$ cat src/rtl/jtag_test_if_mc_if.sv
// TAP-side bundle for jtag_test_if_mc: Shift/Capture/Update strobes, register
// selects and serial data in both directions.
interface jtag_test_if_mc_if;
    logic shift_dr_i;
    logic capture_dr_i;
    logic update_dr_i;
    logic sample_preload_sel;
    logic extest_sel;
    logic chiptdi;
    logic bs_chain_tdi_o;

    modport master (
        output shift_dr_i, capture_dr_i, update_dr_i,
        output sample_preload_sel, extest_sel, chiptdi,
        input  bs_chain_tdi_o
    );

    modport slave (
        input  shift_dr_i, capture_dr_i, update_dr_i,
        input  sample_preload_sel, extest_sel, chiptdi,
        output bs_chain_tdi_o
    );
endinterface

$ cat src/rtl/jtag_test_if_mc.sv
// Multi-lane JTAG test interface: length-checked TCR with per-lane override
// muxes, PRBS7 source, debug lane mirror and an EXTEST register with update stage.

module jtag_lane_mux (
    input  logic       gen,
    input  logic [2:0] mode,
    input  logic       func_in,
    input  logic       tdi,
    input  logic       prbs,
    output logic       lane_out
);
    always_comb begin
        lane_out = func_in;
        if (gen) begin
            case (mode)
                3'd1:    lane_out = tdi;
                3'd2:    lane_out = 1'b0;
                3'd3:    lane_out = 1'b1;
                3'd4:    lane_out = prbs;
                default: lane_out = func_in;
            endcase
        end
    end
endmodule

module jtag_test_if_mc #(
    parameter int NCH     = 4,
    parameter int SELW    = 2,
    parameter int CONRLEN = 32,
    parameter int TRLEN   = 16
) (
    input  logic                tclk,
    input  logic                test_logic_reset_i,
    jtag_test_if_mc_if.slave    tap,
    input  logic [NCH-1:0]      ch_func_in,
    output logic [NCH-1:0]      ch_out,
    output logic [CONRLEN-1:0]  tcr_out,
    input  logic [TRLEN-1:0]    trcal_tr_in,
    output logic [TRLEN-1:0]    trcal_tr_out,
    output logic                length_err_o,
    output logic                debug_tdi_o
);
    localparam int             CW      = $clog2(CONRLEN + 2);
    localparam logic [CW-1:0]  CNT_LEN = CW'(CONRLEN);
    localparam logic [CW-1:0]  CNT_MAX = CW'(CONRLEN + 1);

    logic [CONRLEN-1:0]     tcr;
    logic [CONRLEN-1:0]     tcr_shift;
    logic [TRLEN-1:0]       tr_shift;
    logic [CW-1:0]          shift_cnt;
    logic [6:0]             lfsr;

    logic                   gen;
    logic [NCH-1:0][2:0]    lane_mode;
    logic [SELW-1:0]        dsel;
    logic                   prbs_en;
    logic [(1<<SELW)-1:0]   dbg_vec;

    assign gen     = tcr[0];
    assign dsel    = tcr[3*NCH+1 +: SELW];
    assign tcr_out = tcr;

    genvar gi;
    generate
        for (gi = 0; gi < NCH; gi++) begin : g_lane
            assign lane_mode[gi] = tcr[1+3*gi +: 3];
            jtag_lane_mux u_lane (
                .gen      (gen),
                .mode     (lane_mode[gi]),
                .func_in  (ch_func_in[gi]),
                .tdi      (tap.chiptdi),
                .prbs     (lfsr[0]),
                .lane_out (ch_out[gi])
            );
        end
    endgenerate

    // PRBS only runs while some lane is actually consuming it.
    always_comb begin
        prbs_en = 1'b0;
        for (int i = 0; i < NCH; i++)
            if (lane_mode[i] == 3'd4) prbs_en = 1'b1;
        prbs_en = prbs_en & gen;
    end

    // Zero-padded so unused select codes read back as 0.
    always_comb begin
        dbg_vec          = '0;
        dbg_vec[NCH-1:0] = ch_out;
    end
    assign debug_tdi_o = gen & dbg_vec[dsel];

    // Strobe decode: capture > shift > update; EXTEST wins when both selects
    // are high and then neither register shifts.
    logic tcr_act, tcr_cap, tcr_shf, tcr_upd;
    logic tr_cap, tr_shf, tr_upd;

    assign tcr_act = tap.sample_preload_sel & ~tap.extest_sel;
    assign tcr_cap = tcr_act & tap.capture_dr_i;
    assign tcr_shf = tcr_act & ~tap.capture_dr_i & tap.shift_dr_i;
    assign tcr_upd = tcr_act & ~tap.capture_dr_i & ~tap.shift_dr_i & tap.update_dr_i;

    assign tr_cap  = tap.extest_sel & tap.capture_dr_i;
    assign tr_shf  = tap.extest_sel & ~tap.sample_preload_sel & ~tap.capture_dr_i & tap.shift_dr_i;
    assign tr_upd  = tap.extest_sel & ~tap.capture_dr_i & ~tap.shift_dr_i & tap.update_dr_i;

    assign tap.bs_chain_tdi_o = tap.extest_sel         ? tr_shift[0]  :
                                tap.sample_preload_sel ? tcr_shift[0] : 1'b0;

    always_ff @(posedge tclk) begin
        if (test_logic_reset_i) begin
            tcr          <= '0;
            tcr_shift    <= '0;
            tr_shift     <= '0;
            trcal_tr_out <= '0;
            shift_cnt    <= '0;
            length_err_o <= 1'b0;
            lfsr         <= 7'h7F;
        end else begin
            // x^7 + x^6 + 1; all-zero is unreachable from a nonzero seed.
            if (prbs_en)
                lfsr <= {lfsr[5:0], lfsr[6] ^ lfsr[5]};

            if (tcr_cap) begin
                tcr_shift <= {length_err_o, tcr[CONRLEN-2:0]};
                shift_cnt <= '0;
            end else if (tcr_shf) begin
                tcr_shift <= {tap.chiptdi, tcr_shift[CONRLEN-1:1]};
                if (shift_cnt != CNT_MAX)
                    shift_cnt <= shift_cnt + CW'(1);
            end else if (tcr_upd) begin
                // Exact length with write flag commits; exact length without it is a read.
                if (shift_cnt == CNT_LEN) begin
                    if (tcr_shift[CONRLEN-1]) begin
                        tcr          <= {1'b0, tcr_shift[CONRLEN-2:0]};
                        length_err_o <= 1'b0;
                    end
                end else begin
                    length_err_o <= 1'b1;
                end
            end

            if (tr_cap)
                tr_shift <= trcal_tr_in;
            else if (tr_shf)
                tr_shift <= {tap.chiptdi, tr_shift[TRLEN-1:1]};
            else if (tr_upd)
                trcal_tr_out <= tr_shift;
        end
    end
endmodule

$ cat src/flat_wrapper.sv
// flat-port wrapper written by rule: the top's interface ports become plain ports
module jtag_test_if_mc_flat 
#(
    parameter int NCH     = 4,
    parameter int SELW    = 2,
    parameter int CONRLEN = 32,
    parameter int TRLEN   = 16
)
  (tclk, test_logic_reset_i, ch_func_in, ch_out, tcr_out, trcal_tr_in, trcal_tr_out, length_err_o, debug_tdi_o, tap_shift_dr_i, tap_capture_dr_i, tap_update_dr_i, tap_sample_preload_sel, tap_extest_sel, tap_chiptdi, tap_bs_chain_tdi_o);
  jtag_test_if_mc_if tap_i ();
  input  logic tclk;
  input  logic test_logic_reset_i;
  input  logic [NCH-1:0] ch_func_in;
  output logic [NCH-1:0] ch_out;
  output logic [CONRLEN-1:0] tcr_out;
  input  logic [TRLEN-1:0] trcal_tr_in;
  output logic [TRLEN-1:0] trcal_tr_out;
  output logic length_err_o;
  output logic debug_tdi_o;
  input wire logic [$bits(tap_i.shift_dr_i)-1:0] tap_shift_dr_i;
  input wire logic [$bits(tap_i.capture_dr_i)-1:0] tap_capture_dr_i;
  input wire logic [$bits(tap_i.update_dr_i)-1:0] tap_update_dr_i;
  input wire logic [$bits(tap_i.sample_preload_sel)-1:0] tap_sample_preload_sel;
  input wire logic [$bits(tap_i.extest_sel)-1:0] tap_extest_sel;
  input wire logic [$bits(tap_i.chiptdi)-1:0] tap_chiptdi;
  output wire logic [$bits(tap_i.bs_chain_tdi_o)-1:0] tap_bs_chain_tdi_o;
  assign tap_i.shift_dr_i = tap_shift_dr_i;
  assign tap_i.capture_dr_i = tap_capture_dr_i;
  assign tap_i.update_dr_i = tap_update_dr_i;
  assign tap_i.sample_preload_sel = tap_sample_preload_sel;
  assign tap_i.extest_sel = tap_extest_sel;
  assign tap_i.chiptdi = tap_chiptdi;
  assign tap_bs_chain_tdi_o = tap_i.bs_chain_tdi_o;
  jtag_test_if_mc #(.NCH(NCH), .SELW(SELW), .CONRLEN(CONRLEN), .TRLEN(TRLEN)) u_core (.tclk(tclk), .test_logic_reset_i(test_logic_reset_i), .tap(tap_i), .ch_func_in(ch_func_in), .ch_out(ch_out), .tcr_out(tcr_out), .trcal_tr_in(trcal_tr_in), .trcal_tr_out(trcal_tr_out), .length_err_o(length_err_o), .debug_tdi_o(debug_tdi_o));
endmodule
$ cat config.mk
export PLATFORM = sky130hd
export DESIGN_NAME = jtag_test_if_mc_flat
export DESIGN_NICKNAME = d
export VERILOG_FILES = /design/src/rtl/jtag_test_if_mc_if.sv /design/src/rtl/jtag_test_if_mc.sv /design/src/flat_wrapper.sv
export SDC_FILE = /design/constraint.sdc
export NUM_CORES = 1
export LEC_CHECK = 0
export CORE_MARGIN = 1.5
export CORE_UTILIZATION = 36
export DETAILED_ROUTE_END_ITERATION = 8
export PLACE_DENSITY = 0.54
export REMOVE_ABC_BUFFERS = 1
export SETUP_SLACK_MARGIN = 0.3
export SLEW_MARGIN = 20
export SYNTH_ARGS = -nofsm -noshare
export SYNTH_HDL_FRONTEND = slang
export SYNTH_SLANG_ARGS = --single-unit
$ cat constraint.sdc
create_clock -name tclk -period 2.45 [get_ports tclk]
set_clock_uncertainty 0.2 [all_clocks]
set_input_delay 0.245 -clock tclk [delete_from_list [all_inputs] [get_ports tclk]]
set_output_delay 0.245 -clock tclk [all_outputs]
set_load 0.05 [all_outputs]
==> tab_implementation.tex <==
\begin{tabular}{lr}
\hline
Metric & Value \\
\hline
\multicolumn{2}{l}{\textbf{STA}} \\
\quad Worst-Margin Slew & 0.583 ns \\
\quad Max transition margin & 61.1\% \\
\quad Setup-violating endpoint count in the final report & 0 \\
\quad Max frequency & 0.418 GHz \\
\quad Count of endpoints failing hold in the final timing report & 0 \\
\quad Worst-case setup margin in the final layout & 0.0567 ns \\
\quad Final Max Tran Viols & 0 \\
\quad Tmin final & 2.39 ns \\
\quad Hold slack & 0.169 ns \\
\quad Final period util & 97.7\% \\
\quad Setup repair after global routing missed its margin & true \\
\multicolumn{2}{l}{\textbf{Die}} \\
\quad Full die area & 13,600 um\^{}2 \\
\quad Height of the die & 117 um \\
\quad Row cnt & 41 \\
\quad Effective utilization at floorplan & 36.9\% \\
\quad Core Box Area & 12,600 um\^{}2 \\
\quad I/O pin count & 83 \\
\quad Die Width & 117 um \\
\multicolumn{2}{l}{\textbf{CTS}} \\
\quad Post-CTS clock slew at the launch and capture registers of the worst setup and hold paths & 0.07 ns \\
\quad Total number of clock tree sinks & 109 \\
\quad H-tree Lvls & 3 \\
\quad Clk Tree Root Cell & sky130\_fd\_sc\_hd\_\_clkbuf\_16 \\
\quad TritonCTS clock tree & done \\
\quad Total clock buffers created by CTS & 9 \\
\quad Clock network latency to the later pin of the worst-skew pair & 0.35 ns \\
\quad Maximum count of clock buffers along a single path & 2 \\
\multicolumn{2}{l}{\textbf{Power}} \\
\quad Leakage power & 2.25 nW \\
\quad P per Cell Area & 585 nW/um\^{}2 \\
\quad VDD IR-drop max & 317 uV \\
\multicolumn{2}{l}{\textbf{Logic synthesis}} \\
\quad Number of storage elements in the synthesis netlist & 109 \\
\quad Library cell occupying the most area in the post-synthesis netlist & sky130\_fd\_sc\_hd\_\_dfxtp\_1 \\
\quad Number of synthesized flops with an enable pin & 0 \\
\quad Netlist Area Pre-Place & 4650 um\^{}2 \\
\quad Most used standard cell by instance count after synthesis & sky130\_fd\_sc\_hd\_\_nand2\_1 \\
\quad Share of synthesized flip-flops with an asynchronous set or reset & 0\% \\
\quad Number of synthesis warnings & 0 \\
\quad Most common flop cell mapped by yosys & sky130\_fd\_sc\_hd\_\_dfxtp\_1 \\
\quad Synthesized area divided by synthesized cell count & 8.62 um\^{}2 \\
\quad Syn Inst Count & 540 \\
\quad Count of different cell masters after synthesis & 38 \\
\quad Register area share after synthesis & 46.9\% \\
\quad Most frequent cells after synthesis & sky130\_fd\_sc\_hd\_\_nand2\_1, sky130\_fd\_sc\_hd\_\_dfxtp\_1, sky130\_fd\_sc\_hd\_\_a21oi\_1 \\
\quad Area share of the leading cell type in the synthesized netlist & 46.9\% \\
\quad Biggest area contributors in the synthesized netlist & sky130\_fd\_sc\_hd\_\_dfxtp\_1, sky130\_fd\_sc\_hd\_\_nand2\_1, sky130\_fd\_sc\_hd\_\_a21oi\_1, sky130\_fd\_sc\_hd\_\_mux2i\_1, sky130\_fd\_sc\_hd\_\_a211oi\_1 \\
\multicolumn{2}{l}{\textbf{Global route}} \\
\quad Global routing usage summed across all routing layers & 17.2\% \\
\quad Total congestion overflow & 0 \\
\quad First-pass GRT wire length & 18.4 mm \\
\quad Antenna violations before repair & 0 \\
\quad Maximum number of pins on one net before global-route repair & 60 \\
\quad Via count of the first global-routing pass & 3,731 \\
\multicolumn{2}{l}{\textbf{Status}} \\
\quad Status & finished clean \\
\multicolumn{2}{l}{\textbf{Setup path}} \\
\quad Largest incremental delay on the critical path & 0.36 ns \\
\quad Worst path buffer plus inverter count & 2 \\
\quad Arrival time of the worst setup path & 1.95 ns \\
\quad Cell with the largest stage delay on the worst path & sky130\_fd\_sc\_hd\_\_dfxtp\_4 \\
\quad Capturing element type of the critical path & output pin \\
\quad Highest fanout seen on the critical path & 4 \\
\quad Data required time at the worst endpoint & 2.01 ns \\
\quad Depth of the critical timing path with buffers and inverters included & 7 \\
\quad Sort of element at the start of the critical path & flip-flop \\
\quad Cell chain of the critical path & o21ba\_2, o21ai\_2, mux2\_4, mux2i\_1, o311ai\_1, buf\_4, buf\_12 \\
\quad Class of the most critical setup path & reg2out \\
\quad Worst-case reg-to-reg path depth & 6 \\
\quad Worst path top cell family by delay & multiplexers \\
\multicolumn{2}{l}{\textbf{Flow run}} \\
\quad \# Max-Cap Violations & 0 \\
\multicolumn{2}{l}{\textbf{Hold path}} \\
\quad Cell count of the worst hold path & 2 \\
\quad Path type of the worst min-delay path & in2reg \\
\multicolumn{2}{l}{\textbf{Drt}} \\
\quad First-iteration detailed-routing DRC count & 266 \\
\quad Per-cell routed wire length & 14.2 um \\
\quad Via count & 4,022 \\
\quad Total detailed-routing wirelength & 11.3 mm \\
\quad DR pass1 iterations & 5 \\
\quad Post-detailed-route DRC marker count & 0 \\
\quad Number of vias per cell after detailed routing & 5.03 \\
\quad Post-detailed-route count of antenna-violating nets & 0 \\
\multicolumn{2}{l}{\textbf{Final layout}} \\
\quad Antenna diode count & 0 \\
\quad Fraction of final layout cells with drive strength greater than 1 & 15.2\% \\
\quad Fillcell total & 1,272 \\
\quad Final-stage net count & 653 \\
\quad Synthesis-to-finish area growth & 35.3\% \\
\multicolumn{2}{l}{\textbf{Placement}} \\
\quad Setup slack after placement & 0.107 ns \\
\quad Weighted congestion reported at the end of routability-driven placement & 0.753 \\
\quad Hpwl dp & 7.29 mm \\
\quad Port Buffers & 81 \\
\hline
\end{tabular}
==> placed cells by master, fill, tap and decap left out, types with 5 or more instances in the layout <==
cell                              netlist  routed
sky130_fd_sc_hd__a22oi_1               19      19
sky130_fd_sc_hd__mux2i_1               30      30
sky130_fd_sc_hd__clkdlybuf4s50_1        0      72
sky130_fd_sc_hd__inv_1                  9       9
sky130_fd_sc_hd__a211oi_1              29      29
sky130_fd_sc_hd__a211o_1                7       7
sky130_fd_sc_hd__nand2_1              117     116
sky130_fd_sc_hd__buf_4                 10      29
sky130_fd_sc_hd__nand2b_1               5       5
sky130_fd_sc_hd__buf_12                 0      11
sky130_fd_sc_hd__nor2_1                52      51
sky130_fd_sc_hd__clkbuf_16              0       9
sky130_fd_sc_hd__a21oi_1               66      66
sky130_fd_sc_hd__dfxtp_4                0       9
sky130_fd_sc_hd__dfxtp_1              109      96
==> worst paths after layout <==
check | startpoint | to | slack [ns]
worst max-delay path | u_core.tcr_out[4] | debug_tdi_o | 0.06
worst min-delay path | test_logic_reset_i | u_core.tcr_out[7] | 0.17
worst max register to register | u_core.tcr_out[3] | u_core.lfsr[0] | 0.59
worst min register to register | u_core.trcal_tr_out[4] | u_core.trcal_tr_out[4] | 0.26
==> timing repair <==
| item | CTS | global route |
|---|---|---|
| hold buffers | 0 | 0 |
| setup endpoints to repair | 6 | 7 |
| setup buffers | 9 | 6 |
| pin swaps | 0 | 3 |
| gates resized for setup | 29 | 15 |
==> metrics by stage <==
| step | area, um^2 | setup TNS, ns | std cells | util, % | power [mW] |
|---|---|---|---|---|---|
| 6_report | 6300 | 0 | 799 | 49.9 | 3.69 |
| 5_1_grt | 6300 | -0.00589 | 799 | 49.9 | 3.85 |
| 4_1_cts | 6210 | 0 | 793 | 49.2 | 3.74 |
| 3_5_place_dp | 5750 | 0 | 768 | 45.6 | 2.15 |
| 3_3_place_gp | 5750 | 0 | 768 | 45.6 | 2.15 |
| 2_1_floorplan | 4430 | -140.66 | 495 | - | 2.00 |
==> where the power goes <==
group	total (mW)	internal, mW	switching, mW	leakage, nW
combinational	0.282	0.133	0.148	1.20
clock	1.57	0.926	0.647	0.156
sequential	1.83	1.80	0.0314	0.893
==> logic make-up after synthesis <==
family                   Yosys count  synth area share (%)
flip-flops                       109                  46.9
AND/OR/NAND/NOR                  194                  18.3
adder cells (fa/ha/maj)            3                 0.807
other                              1                0.0806
XOR/XNOR                           6                  1.13
buffers and inverters             54                  5.56
AO/OA/AOI/OAI                    139                  19.8
multiplexers                      34                  7.42
==> state kept, by name, summed over array words and instances (netlist names) <==
| name | flops |
|---|---|
| u_core.shift_cnt | 6 |
| u_core.length_err_o | 1 |
| u_core.lfsr | 7 |
| u_core.tr_shift | 16 |
| u_core.tcr_shift | 32 |
| u_core.tcr_out | 31 |
| u_core.trcal_tr_out | 16 |
==> cell type report <==
class	count	area [um^2]	area share (%)
clock inverter	5	81.3	1.29
clock buffer	11	243	3.85
timing repair buffer	116	1200	19.1
multi-input combinational	377	2300	36.6
tap	172	215	3.42
inverter	9	33.8	0.536
sequential	109	2220	35.3
==> routing by layer <==
layer	share of wire, %	wire (um)	global-route usage [%]	up-vias
li1	-	-	-	2023
met1	49	5540	23.8	1893
met2	44	5000	25.8	95
met3	5.8	659	4.20	11
met4	1.1	127	6.99	0
met5	0	0	0	-
Note: power is estimated with default switching activity, not from simulation.
